### src/rtl/cmp_arbiter.sv
// Round-robin arbiter/sequencer sharing one combinational 4-bit comparator among NREQ requesters.
// Optional completed-compare counter (done_cnt) is built when CMP_ARB_CNT_EN is defined.
module cmp_arbiter #(
  parameter int NREQ = 4
) (
  input  logic              clk,
  input  logic              rst_n,
  input  logic [NREQ-1:0]   req,
  input  logic [4*NREQ-1:0] req_a,
  input  logic [4*NREQ-1:0] req_b,
  output logic [NREQ-1:0]   ack,
  output logic              res_eq,
  output logic              res_agt,
  output logic              res_bgt,
  output logic              busy,
  output logic [3:0]        cmp_a,
  output logic [3:0]        cmp_b,
  input  logic              cmp_equal,
  input  logic              cmp_agreater,
  input  logic              cmp_bgreater
`ifdef CMP_ARB_CNT_EN
  ,
  output logic [7:0]        done_cnt
`endif
);

  localparam int PW = (NREQ > 1) ? $clog2(NREQ) : 1;

  localparam logic [1:0] IDLE = 2'd0;
  localparam logic [1:0] CMP  = 2'd1;
  localparam logic [1:0] ACK  = 2'd2;

  logic [1:0]              state;
  logic [PW-1:0]           ptr;
  logic [PW-1:0]           cur;
  logic [PW-1:0]           win;
  logic                    found;
  logic [PW:0]             sum;
  logic [PW-1:0]           ptr_nxt;
  logic [NREQ-1:0][3:0]    opa;
  logic [NREQ-1:0][3:0]    opb;

  // Unpack the flat operand buses into per-requester lanes.
  for (genvar i = 0; i < NREQ; i++) begin : g_lane
    assign opa[i] = req_a[4*i +: 4];
    assign opb[i] = req_b[4*i +: 4];
  end

  // Scan ptr, ptr+1, ... with wrap; first set request wins.
  always_comb begin
    win   = ptr;
    found = 1'b0;
    sum   = '0;
    for (int k = 0; k < NREQ; k++) begin
      sum = {1'b0, ptr} + (PW+1)'(k);
      if (sum >= (PW+1)'(NREQ))
        sum = sum - (PW+1)'(NREQ);
      if (!found && req[sum[PW-1:0]]) begin
        found = 1'b1;
        win   = sum[PW-1:0];
      end
    end
  end

  assign ptr_nxt = (cur == PW'(NREQ-1)) ? '0 : cur + PW'(1);
  assign busy    = (state != IDLE);

  always_comb begin
    ack = '0;
    if (state == ACK)
      ack[cur] = 1'b1;
  end

  always_ff @(posedge clk) begin
    if (!rst_n) begin
      state   <= IDLE;
      ptr     <= '0;
      cur     <= '0;
      res_eq  <= 1'b0;
      res_agt <= 1'b0;
      res_bgt <= 1'b0;
      cmp_a   <= '0;
      cmp_b   <= '0;
    end else begin
      case (state)
        IDLE: begin
          if (found) begin
            cmp_a <= opa[win];
            cmp_b <= opb[win];
            cur   <= win;
            state <= CMP;
          end
        end
        CMP: begin
          // Flags forwarded raw, even if the comparator is not one-hot.
          res_eq  <= cmp_equal;
          res_agt <= cmp_agreater;
          res_bgt <= cmp_bgreater;
          state   <= ACK;
        end
        ACK: begin
          ptr   <= ptr_nxt;
          state <= IDLE;
        end
        default: state <= IDLE;
      endcase
    end
  end

`ifdef CMP_ARB_CNT_EN
  always_ff @(posedge clk) begin
    if (!rst_n)
      done_cnt <= '0;
    else if (state == CMP && done_cnt != 8'hff)
      done_cnt <= done_cnt + 8'd1;
  end
`endif

endmodule

### config.mk
export PLATFORM = sky130hd
export DESIGN_NAME = cmp_arbiter
export DESIGN_NICKNAME = d
export VERILOG_FILES = /design/src/rtl/cmp_arbiter.sv
export SDC_FILE = /design/constraint.sdc
export NUM_CORES = 1
export LEC_CHECK = 0
export CAP_MARGIN = 20
export CORE_MARGIN = 1.5
export CORE_UTILIZATION = 41
export CTS_BUF_LIST = sky130_fd_sc_hd__clkbuf_4
export DETAILED_ROUTE_END_ITERATION = 12
export GPL_ROUTABILITY_DRIVEN = 0
export PLACE_DENSITY_LB_ADDON = 0.12
export REMOVE_ABC_BUFFERS = 1
export SLEW_MARGIN = 20
export SYNTH_ARGS = -nofsm -noshare
export SYNTH_HDL_FRONTEND = slang
export SYNTH_SLANG_ARGS = --single-unit
### constraint.sdc
create_clock -name clk -period 3.3 [get_ports clk]
set_clock_uncertainty 0.05 [all_clocks]
set_input_delay 0.66 -clock clk [delete_from_list [all_inputs] [get_ports clk]]
set_output_delay 0.66 -clock clk [all_outputs]
set_load 0.005 [all_outputs]
==> results.yml, run 1 <==
grt:
  antenna_found_initial: 0
  grt_pass1_vias: 940
  grt_max_degree: 11
  grt_pass1_wl_mm: 3.788
  grt_usage_pct: 19.19
  grt_overflow: 0
sta:
  slew_headroom_pct: 61.31
  setup_viol: 0
  hold_viol_final: 0
  finalCritPeriodShare_pct: 75.30
  timing.setup.tns_ns: 0
  rsz0062_at_grt: "no"
  maxSlewViolCount: 0
  fin_ws_ns: 0.8150
  fin_crit_ns: 2.485
  clock.fmax_ghz: 0.4024
  worst_pin_slew_ns: 0.5783
final_layout:
  fill_cells: 183
  syn_to_final_growth_pct: 63.71
  seqCellArea_sq_um: 340.3
  drive_gt1_share_pct: 3.086
  final_common_cell: "clkdlybuf4s50_1"
  diodes: 0
  nets: 208
  mostFrequentLayoutCells: "56 x clkdlybuf4s50_1, 22 x mux2i_1, 17 x dfxtp_1, 13 x nor2_1, 10 x nand2_1"
  multi_input_area_sq_um: 564.3
floorplanning:
  io_pins: 57
  die_w_um: 51.35
  start_util_pct: 43.33
  die-height_um: 51.35
  die_area_sq_mm: 0.002637
  core_sq_mm: 0.002212
  rows: 17
placed_design:
  place_ws_ns: 0.5453
  io_buffers: 56
  place_hpwl_mm: 1.973
detailed_routing:
  via_count: 969
  routedWlPerCell_um: 12.78
  via_per_inst: 5.100
  dr.pass1.iters: 4
  drtIter0Drc: 9
  routed_wl_mm: 2.428
  ant_nets: 0
  drc: 0
critical_path:
  r2r_slack_ns: 1.36
  r2r_end: "cmp_b[2]"
  start_kind: "input pin"
  cp-end-kind: "flop"
  cp_top_family: "compound AO/OA/AOI/OAI gates"
  cp_num_buf_inv: 2
  critical_path_cell_count: 7
  crit_type: "input pin to flop"
  worstPathArrival_ns: 2.60
  cp_max_fo: 10
  crit_chain: "clkdlybuf4s50_1, nor2b_1, o21ai_0, o221a_1, buf_12, mux2i_1, o221ai_1"
  reg2reg_from: "ptr[1]"
  critical_path.max_stage_delay_ns: 0.59
  cp.required_ns: 3.42
  worstRegToRegCells: 6
  critical-path-slowest-cell: "clkdlybuf4s50_1"
cts:
  clk_pin_slew_worst_paths_ns: 0.10
  clk-insertion-delay-late_ns: 0.29
  cts_hold_buf: 0
  root_buffer: "clkbuf_4"
  numClockSinks: 17
  cts_tree: "done"
  htreeDepth: 1
  post_cts_buffers: 0
  cts_resized: 0
  cts_inserted_buffers: 3
  cts_buffer_depth: 2
worst_hold_path:
  hold_start: "cmp_a[1]"
  hold_end: "cmp_a[1]"
  holdCritPathClass: "flop to flop"
  whs_path_depth: 2
pwr:
  power.internal_uw: 395.6
  cellPowerDensity_mw_per_mm2: 343.8
  power.leakage_nw: 0.6159
  seq_power_share_pct: 44.3
  p_comb_share_pct: 33.3
  vdd_ir_drop_max_mv: 0.2254
  p_sw_uw: 143.9
  finalPower_uw: 539.4
  pwr-share-clk_pct: 22.5
  switching_share_pct: 26.67
synthesis:
  syn_area_sq_um: 958.4
  synthesis.yosys.warnings: 0
  synth_top_area_cell: "dfxtp_1"
  yosysTopAreaCellShare_pct: 35.51
  yosysSeqAreaShare_pct: 35.51
  syn_area_per_cell_sq_um: 9.216
  synth-seq-cells: 17
  syn_inst: 104
  synth_area_leaders: "dfxtp_1 36%, mux2i_1 23%, o221ai_1 7.3%, ha_1 5.2%, nor2_1 5.1%"
  synth_cell_type_count: 24
flow_run:
  max_cap_viol_count: 0
run_status:
  outcome: "complete, no violations"
[worst min-delay path, delay by kind of cell (launching register included)]
kind / cells / cell delay [ns]
AOI/OAI and AO/OA: 1 / 0.06
and+or+nand+nor: 1 / 0.06
DFF: 1 / 0.34
[sequential cells by signal (all words and copies together), names as in the netlist]
signal,flops
state,2
res_bgt,1
cmp_a,4
res_agt,1
ptr,2
res_eq,1
cmp_b,4
cur,2
[stage by stage]
step / hold WS [ns] / util [%] / cell area (sq um) / instances
after floorplan: 0.4069 / - / 923.4 / 101
after global placement: 0.3936 / 69.57 / 1539 / 186
after detailed placement: 0.4047 / 69.57 / 1539 / 186
after CTS: 0.4332 / 70.93 / 1569 / 190
after global routing: 0.4537 / 70.93 / 1569 / 190
final: 0.4314 / 70.93 / 1569 / 190
[layout make-up]
type	instances	share of cell area [%]
clock buffers	4	1.914
inverters	5	1.196
multi-input cells	79	35.97
flip-flops and latches	17	21.69
well taps	28	2.233
repair buffers	57	37.00
[Yosys cell counts (all sizes together)]
master   n
dfxtp   17
o221ai   8
mux2i   22
nor4     1
inv      4
or2      1
nor2    13
clkinv   1
nand2b   2
a21oi    3
o31ai    1
o21ai    3
and2     4
buf      3
o221a    1
ha       4
nor2b    3
nand2   10
nor3     1
nand3b   1
a21o     1
[power groups by stage]
stage	clock, mW	sequential (mW)	combinational [mW]
final	0.121	0.239	0.179
after global routing	0.132	0.241	0.195
after CTS	0.125	0.239	0.181
after detailed placement	0	0.243	0.181
after global placement	0	0.243	0.176
after floorplan	0	0.243	0.0735
[routing by layer]
metal  global-route usage, %  wire length (um)  vias up
met1                   21.92              1032      444
met2                   34.42              1222       29
li1                        -                 -      490
met5                       0                 0        -
met3                   4.971               134        6
met4                   6.579                38        0
[kinds of logic after synthesis]
family,count (synthesis),synth area share [%]
simple gates,36,17.49
flops,17,35.51
compound gates,17,13.19
fa+ha+maj,4,5.222
mux,22,22.98
buf+inv,8,5.612
[how the worst max path moves through the flow]
stage	from	end	slack, ns
2_1_floorplan	req[2]	cmp_a[0]	1.13
3_3_place_gp	req[3]	cmp_a[2]	0.64
3_5_place_dp	req[3]	cmp_b[2]	0.55
4_1_cts	req[3]	cmp_b[2]	0.83
5_1_grt	req[3]	cmp_b[2]	0.69
6_report	req[3]	cmp_b[2]	0.81
Power figures use the tool's default switching activity.
==> inputs of run 2 (changes only) <==
- CORE_UTILIZATION: 41 -> 38
- clock period: 3.3 -> 2.4 ns (I/O delays scaled with it)
==> run 2 against run 1 <==
Die area grew 7.4%. Clock power rose by 32%. Register-to-register slack got worse by 0.63 ns. Routed wire length grew 4.2%. First-iteration DRC count is 11% higher. Critical path depth decreased by 4. Critical endpoint is now ack[2]. Non-clock buffer count is 2 higher. Largest cell class unchanged. Critical path type is now flop to output pin. Total power grew 37%. Sequential power grew 38%. Sequential share of layout area fell by 0.24 points. Hold slack got worse by 0.00063 ns.
==> results.yml, run 2 (synthesized netlist as in run 1, its figures left out) <==
run_status:
  outcome: "complete, no violations"
sta:
  fin_crit_ns: 2.253
  clock.fmax_ghz: 0.4438
  hold_viol_final: 0
  timing.setup.tns_ns: 0
  setup_viol: 0
  holdWs_ns: 0.4307
  maxSlewViolCount: 0
  finalCritPeriodShare_pct: 93.88
  fin_ws_ns: 0.1469
  rsz0062_at_grt: "no"
  worst_pin_slew_ns: 0.4053
  slew_headroom_pct: 72.93
floorplanning:
  die_area_sq_mm: 0.002832
  io_pins: 57
  core_sq_mm: 0.002432
  die_w_um: 53.22
  rows: 18
  die-height_um: 53.22
  start_util_pct: 39.40
critical_path:
  critical-path-slowest-cell: "clkdlybuf4s50_1"
  cp_max_fo: 7
  cp_top_family: "simple AND/OR/NAND/NOR gates"
  cp-end-kind: "output pin"
  worstPathArrival_ns: 1.72
  crit_chain: "nor2b_1, and2_1, clkdlybuf4s50_1"
  cp_num_buf_inv: 1
  start_kind: "flop"
  reg2reg_from: "ptr[1]"
  critical_path.max_stage_delay_ns: 0.51
  worstRegToRegCells: 6
  r2r_slack_ns: 0.73
  cp.required_ns: 1.87
  r2r_end: "cmp_a[3]"
  crit_type: "flop to output pin"
final_layout:
  stdcell_area_sq_mm: 0.001587
  syn_to_final_growth_pct: 65.54
  final_common_cell: "clkdlybuf4s50_1"
  nets: 210
  diodes: 0
  top_regs: "cmp_a (4), cmp_b (4)"
  fill_cells: 219
  drive_gt1_share_pct: 4.268
  mostFrequentLayoutCells: "56 x clkdlybuf4s50_1, 22 x mux2i_1, 17 x dfxtp_1, 13 x nor2_1, 10 x nand2_1"
  stdcell_count: 194
pwr:
  pwr-share-clk_pct: 21.6
  cellPowerDensity_mw_per_mm2: 466.6
  switching_share_pct: 27.82
  p_sw_uw: 205.9
  power.internal_uw: 534.3
  p_comb_share_pct: 33.8
  vdd_ir_drop_max_mv: 0.3921
  power.leakage_nw: 0.6215
  seq_power_share_pct: 44.6
detailed_routing:
  routed_wl_mm: 2.530
  via_count: 957
  drc: 0
  drtIter0Drc: 10
  dr.pass1.iters: 4
  ant_nets: 0
  via_per_inst: 4.933
  routedWlPerCell_um: 13.04
grt:
  grt_overflow: 0
  antenna_found_initial: 0
  grt_usage_pct: 17.89
  grt_pass1_vias: 878
  grt_pass1_wl_mm: 3.739
  grt_max_degree: 18
worst_hold_path:
  hold_start: "cmp_b[3]"
  whs_path_depth: 2
  holdCritPathClass: "flop to flop"
  hold_end: "cmp_b[3]"
placed_design:
  placed_cells: 190
  io_buffers: 56
  place_ws_ns: 0.07677
  postPlaceCellArea_sq_mm: 0.001556
  place_hpwl_mm: 2.023
cts:
  cts_resized: 0
  post_cts_buffers: 0
  cts_buffer_depth: 2
  htreeDepth: 1
  numClockSinks: 17
  clk_pin_slew_worst_paths_ns: 0.11
  cts_inserted_buffers: 3
  root_buffer: "clkbuf_4"
  clk-insertion-delay-late_ns: 0.29
  cts_tree: "done"
  cts_hold_buf: 0
flow_run:
  max_cap_viol_count: 0
run 2: stage by stage:
step	power, mW	utilization (%)
2_1_floorplan	0.4357	-
3_3_place_gp	0.5806	63.99
3_5_place_dp	0.5880	63.99
4_1_cts	0.7450	65.23
5_1_grt	0.7820	65.23
6_report	0.7402	65.23
run 2: metal layers:
layer / GRT usage, % / share of wire, %
met5: 0 / 0
met4: 3.846 / 0.36
met3: 5.085 / 6.3
met2: 29.84 / 49
met1: 22.66 / 44
run 2: worst reg2reg max path: cells and delay by family (launching register included):
| kind | cells | cell delay (ns) |
|---|---|---|
| DFF | 1 | 0.45 |
| buffers and inverters | 1 | 0.19 |
| muxes | 1 | 0.23 |
| and+or+nand+nor | 1 | 0.07 |
| AOI/OAI and AO/OA | 3 | 0.55 |
run 2: worst max-delay path by stage:
| stage | from | end | cells past startpoint |
|---|---|---|---|
| finish | state[1] | ack[2] | 3 |
| global route | state[1] | ack[2] | 3 |
| CTS | state[1] | ack[2] | 3 |
| detailed placement | req[3] | cmp_a[3] | 7 |
| global placement | req[0] | cmp_a[2] | 7 |
| floorplan | req[2] | cmp_a[0] | 5 |
run 2: area by class of cell:
cell class	instances	area [sq um]	share of cell area, %
clock inverter	1	7.507	0.4732
timing repair buffer	59	595.6	37.54
multi-input combinational	79	564.3	35.57
clock buffer	3	22.52	1.420
tap	30	37.54	2.366
sequential	17	340.3	21.45
inverter	5	18.77	1.183
run 2: power groups by stage:
stage / Combinational [mW] / Sequential (mW) / Clock, mW
after floorplan: 0.101 / 0.335 / 0
after global placement: 0.246 / 0.335 / 0
after detailed placement: 0.252 / 0.336 / 0
after CTS: 0.253 / 0.330 / 0.162
after global routing: 0.270 / 0.335 / 0.177
final: 0.250 / 0.330 / 0.160
==> inputs of run 3 (changes only) <==
- SETUP_SLACK_MARGIN: default -> 0.2
==> run 3 against run 2 <==
Setup slack improved by 0.13 ns. Utilization rose by 0.31 points. Sequential power barely moved. Sequential share of layout area fell by 0.10 points. Critical path type unchanged. Count of clock-buffer cells in the layout did not move. Total power rose by 0.36%. Hold slack barely moved. Non-clock buffer count did not move. Die area did not move. Final area rose by 0.47%. Via count rose by 0.31%.
==> results.yml, run 3 (synthesized netlist as in run 1, its figures left out) <==
run_status:
  outcome: "complete, no violations"
final_layout:
  nets: 210
  syn_to_final_growth_pct: 66.32
  drive_gt1_share_pct: 4.878
  top_regs: "cmp_a (4), cmp_b (4)"
  utilization_pct: 65.54
  diodes: 0
  mostFrequentLayoutCells: "56 x clkdlybuf4s50_1, 22 x mux2i_1, 17 x dfxtp_1, 13 x nor2_1, 10 x nand2_1"
  final_common_cell: "clkdlybuf4s50_1"
critical_path:
  r2r_slack_ns: 0.73
  worstPathArrival_ns: 1.59
  r2r_end: "cmp_a[3]"
  cp.required_ns: 1.87
  cp-end-kind: "output pin"
  reg2reg_from: "ptr[1]"
  worstRegToRegCells: 6
  cp_max_fo: 5
  start_kind: "flop"
  crit_type: "flop to output pin"
sta:
  timing.setup.tns_ns: 0
  fin_crit_ns: 2.120
  hold_viol_final: 0
  worst_pin_slew_ns: 0.3521
  slew_headroom_pct: 76.31
  finalCritPeriodShare_pct: 88.31
  clock.fmax_ghz: 0.4718
  maxSlewViolCount: 0
  rsz0062_at_grt: "no"
  setup_viol: 0
floorplanning:
  rows: 18
  core_sq_mm: 0.002432
  die_w_um: 53.22
  die_area_sq_mm: 0.002832
  io_pins: 57
  start_util_pct: 39.40
  die-height_um: 53.22
pwr:
  p_comb_share_pct: 33.8
  power.leakage_nw: 0.6229
  power.internal_uw: 535.4
  vdd_ir_drop_max_mv: 0.3926
  cellPowerDensity_mw_per_mm2: 466.0
  switching_share_pct: 27.93
  p_sw_uw: 207.5
  seq_power_share_pct: 44.6
  pwr-share-clk_pct: 21.6
grt:
  grt_overflow: 0
  grt_usage_pct: 17.89
  antenna_found_initial: 0
  busiest_layer: "met2"
  grt_use_met2_pct: 29.84
  grtUsageMet3_pct: 5.085
  grt_max_degree: 18
  grt_pass1_wl_mm: 3.739
  use_met1_pct: 22.66
  grt_pass1_vias: 878
cts:
  numClockSinks: 17
  cts_buffer_depth: 2
  post_cts_buffers: 0
  cts_tree: "done"
  cts_inserted_buffers: 3
  root_buffer: "clkbuf_4"
  clk_pin_slew_worst_paths_ns: 0.11
  htreeDepth: 1
  clk-insertion-delay-late_ns: 0.29
worst_hold_path:
  hold_start: "cmp_b[3]"
  hold_end: "cmp_b[3]"
  holdCritPathClass: "flop to flop"
  whs_path_depth: 2
detailed_routing:
  routedWlPerCell_um: 13.11
  via_per_inst: 4.948
  dr.pass1.iters: 4
  via_count: 960
  drc: 0
  drtIter0Drc: 10
  ant_nets: 0
  routed_wl_mm: 2.544
placed_design:
  io_buffers: 56
  place_hpwl_mm: 2.023
flow_run:
  max_cap_viol_count: 0
==> run 3: critical path, cell delays in order, from the launching register on <==
cell	delay, ns
dfxtp_1	0.42
inv_1	0.09
ha_1	0.19
and2_1	0.14
clkdlybuf4s50_1	0.45
==> run 3: how the worst max path moves through the flow <==
stage | start | end | slack, ns
floorplan | req[2] | cmp_a[0] | 0.41
global placement | req[0] | cmp_a[2] | 0.17
detailed placement | req[3] | cmp_a[3] | 0.08
CTS | state[1] | ack[2] | 0.27
global route | cur[0] | ack[2] | 0.21
finish | cur[0] | ack[2] | 0.28
==> run 3: cell type report <==
class | count | area, sq um
Clock buffer | 3 | 22.52
Clock inverter | 1 | 7.507
Fill cell | 215 | 838.3
Inverter | 5 | 18.77
Multi-Input combinational cell | 79 | 571.8
Sequential cell | 17 | 340.3
Tap cell | 30 | 37.54
Timing Repair Buffer | 59 | 595.6
==> run 3: power by group through the flow <==
stage          registers (mW)  logic, mW  clock network (mW)
3_5_place_dp            0.336      0.252                   0
2_1_floorplan           0.335      0.101                   0
6_report                0.331      0.251               0.160
4_1_cts                 0.331      0.253               0.162
5_1_grt                 0.336      0.271               0.177
3_3_place_gp            0.335      0.246                   0
==> run 3: per-layer routing <==
layer | up-vias | wire (um)
met3 | 2 | 160
li1 | 493 | -
met2 | 34 | 1237
met5 | - | 0
met1 | 431 | 1137
met4 | 0 | 9
==> run 3: metrics by stage <==
step | instances | hold slack (ns) | cell area, sq um | setup WS [ns] | total power [mW]
6_report | 194 | 0.4307 | 1594 | 0.2805 | 0.7429
5_1_grt | 194 | 0.4643 | 1594 | 0.2069 | 0.7840
4_1_cts | 194 | 0.4314 | 1589 | 0.2735 | 0.7456
3_5_place_dp | 190 | 0.4033 | 1556 | 0.07677 | 0.5880
3_3_place_gp | 190 | 0.3930 | 1556 | 0.1730 | 0.5806
2_1_floorplan | 101 | 0.4069 | 923.4 | 0.4054 | 0.4357
==> run 3: timing repair <==
action / in CTS / in global routing
hold buffers: 0 / 0
endpoints found under the setup margin: 4 / 3
resized for setup: 1 / 1
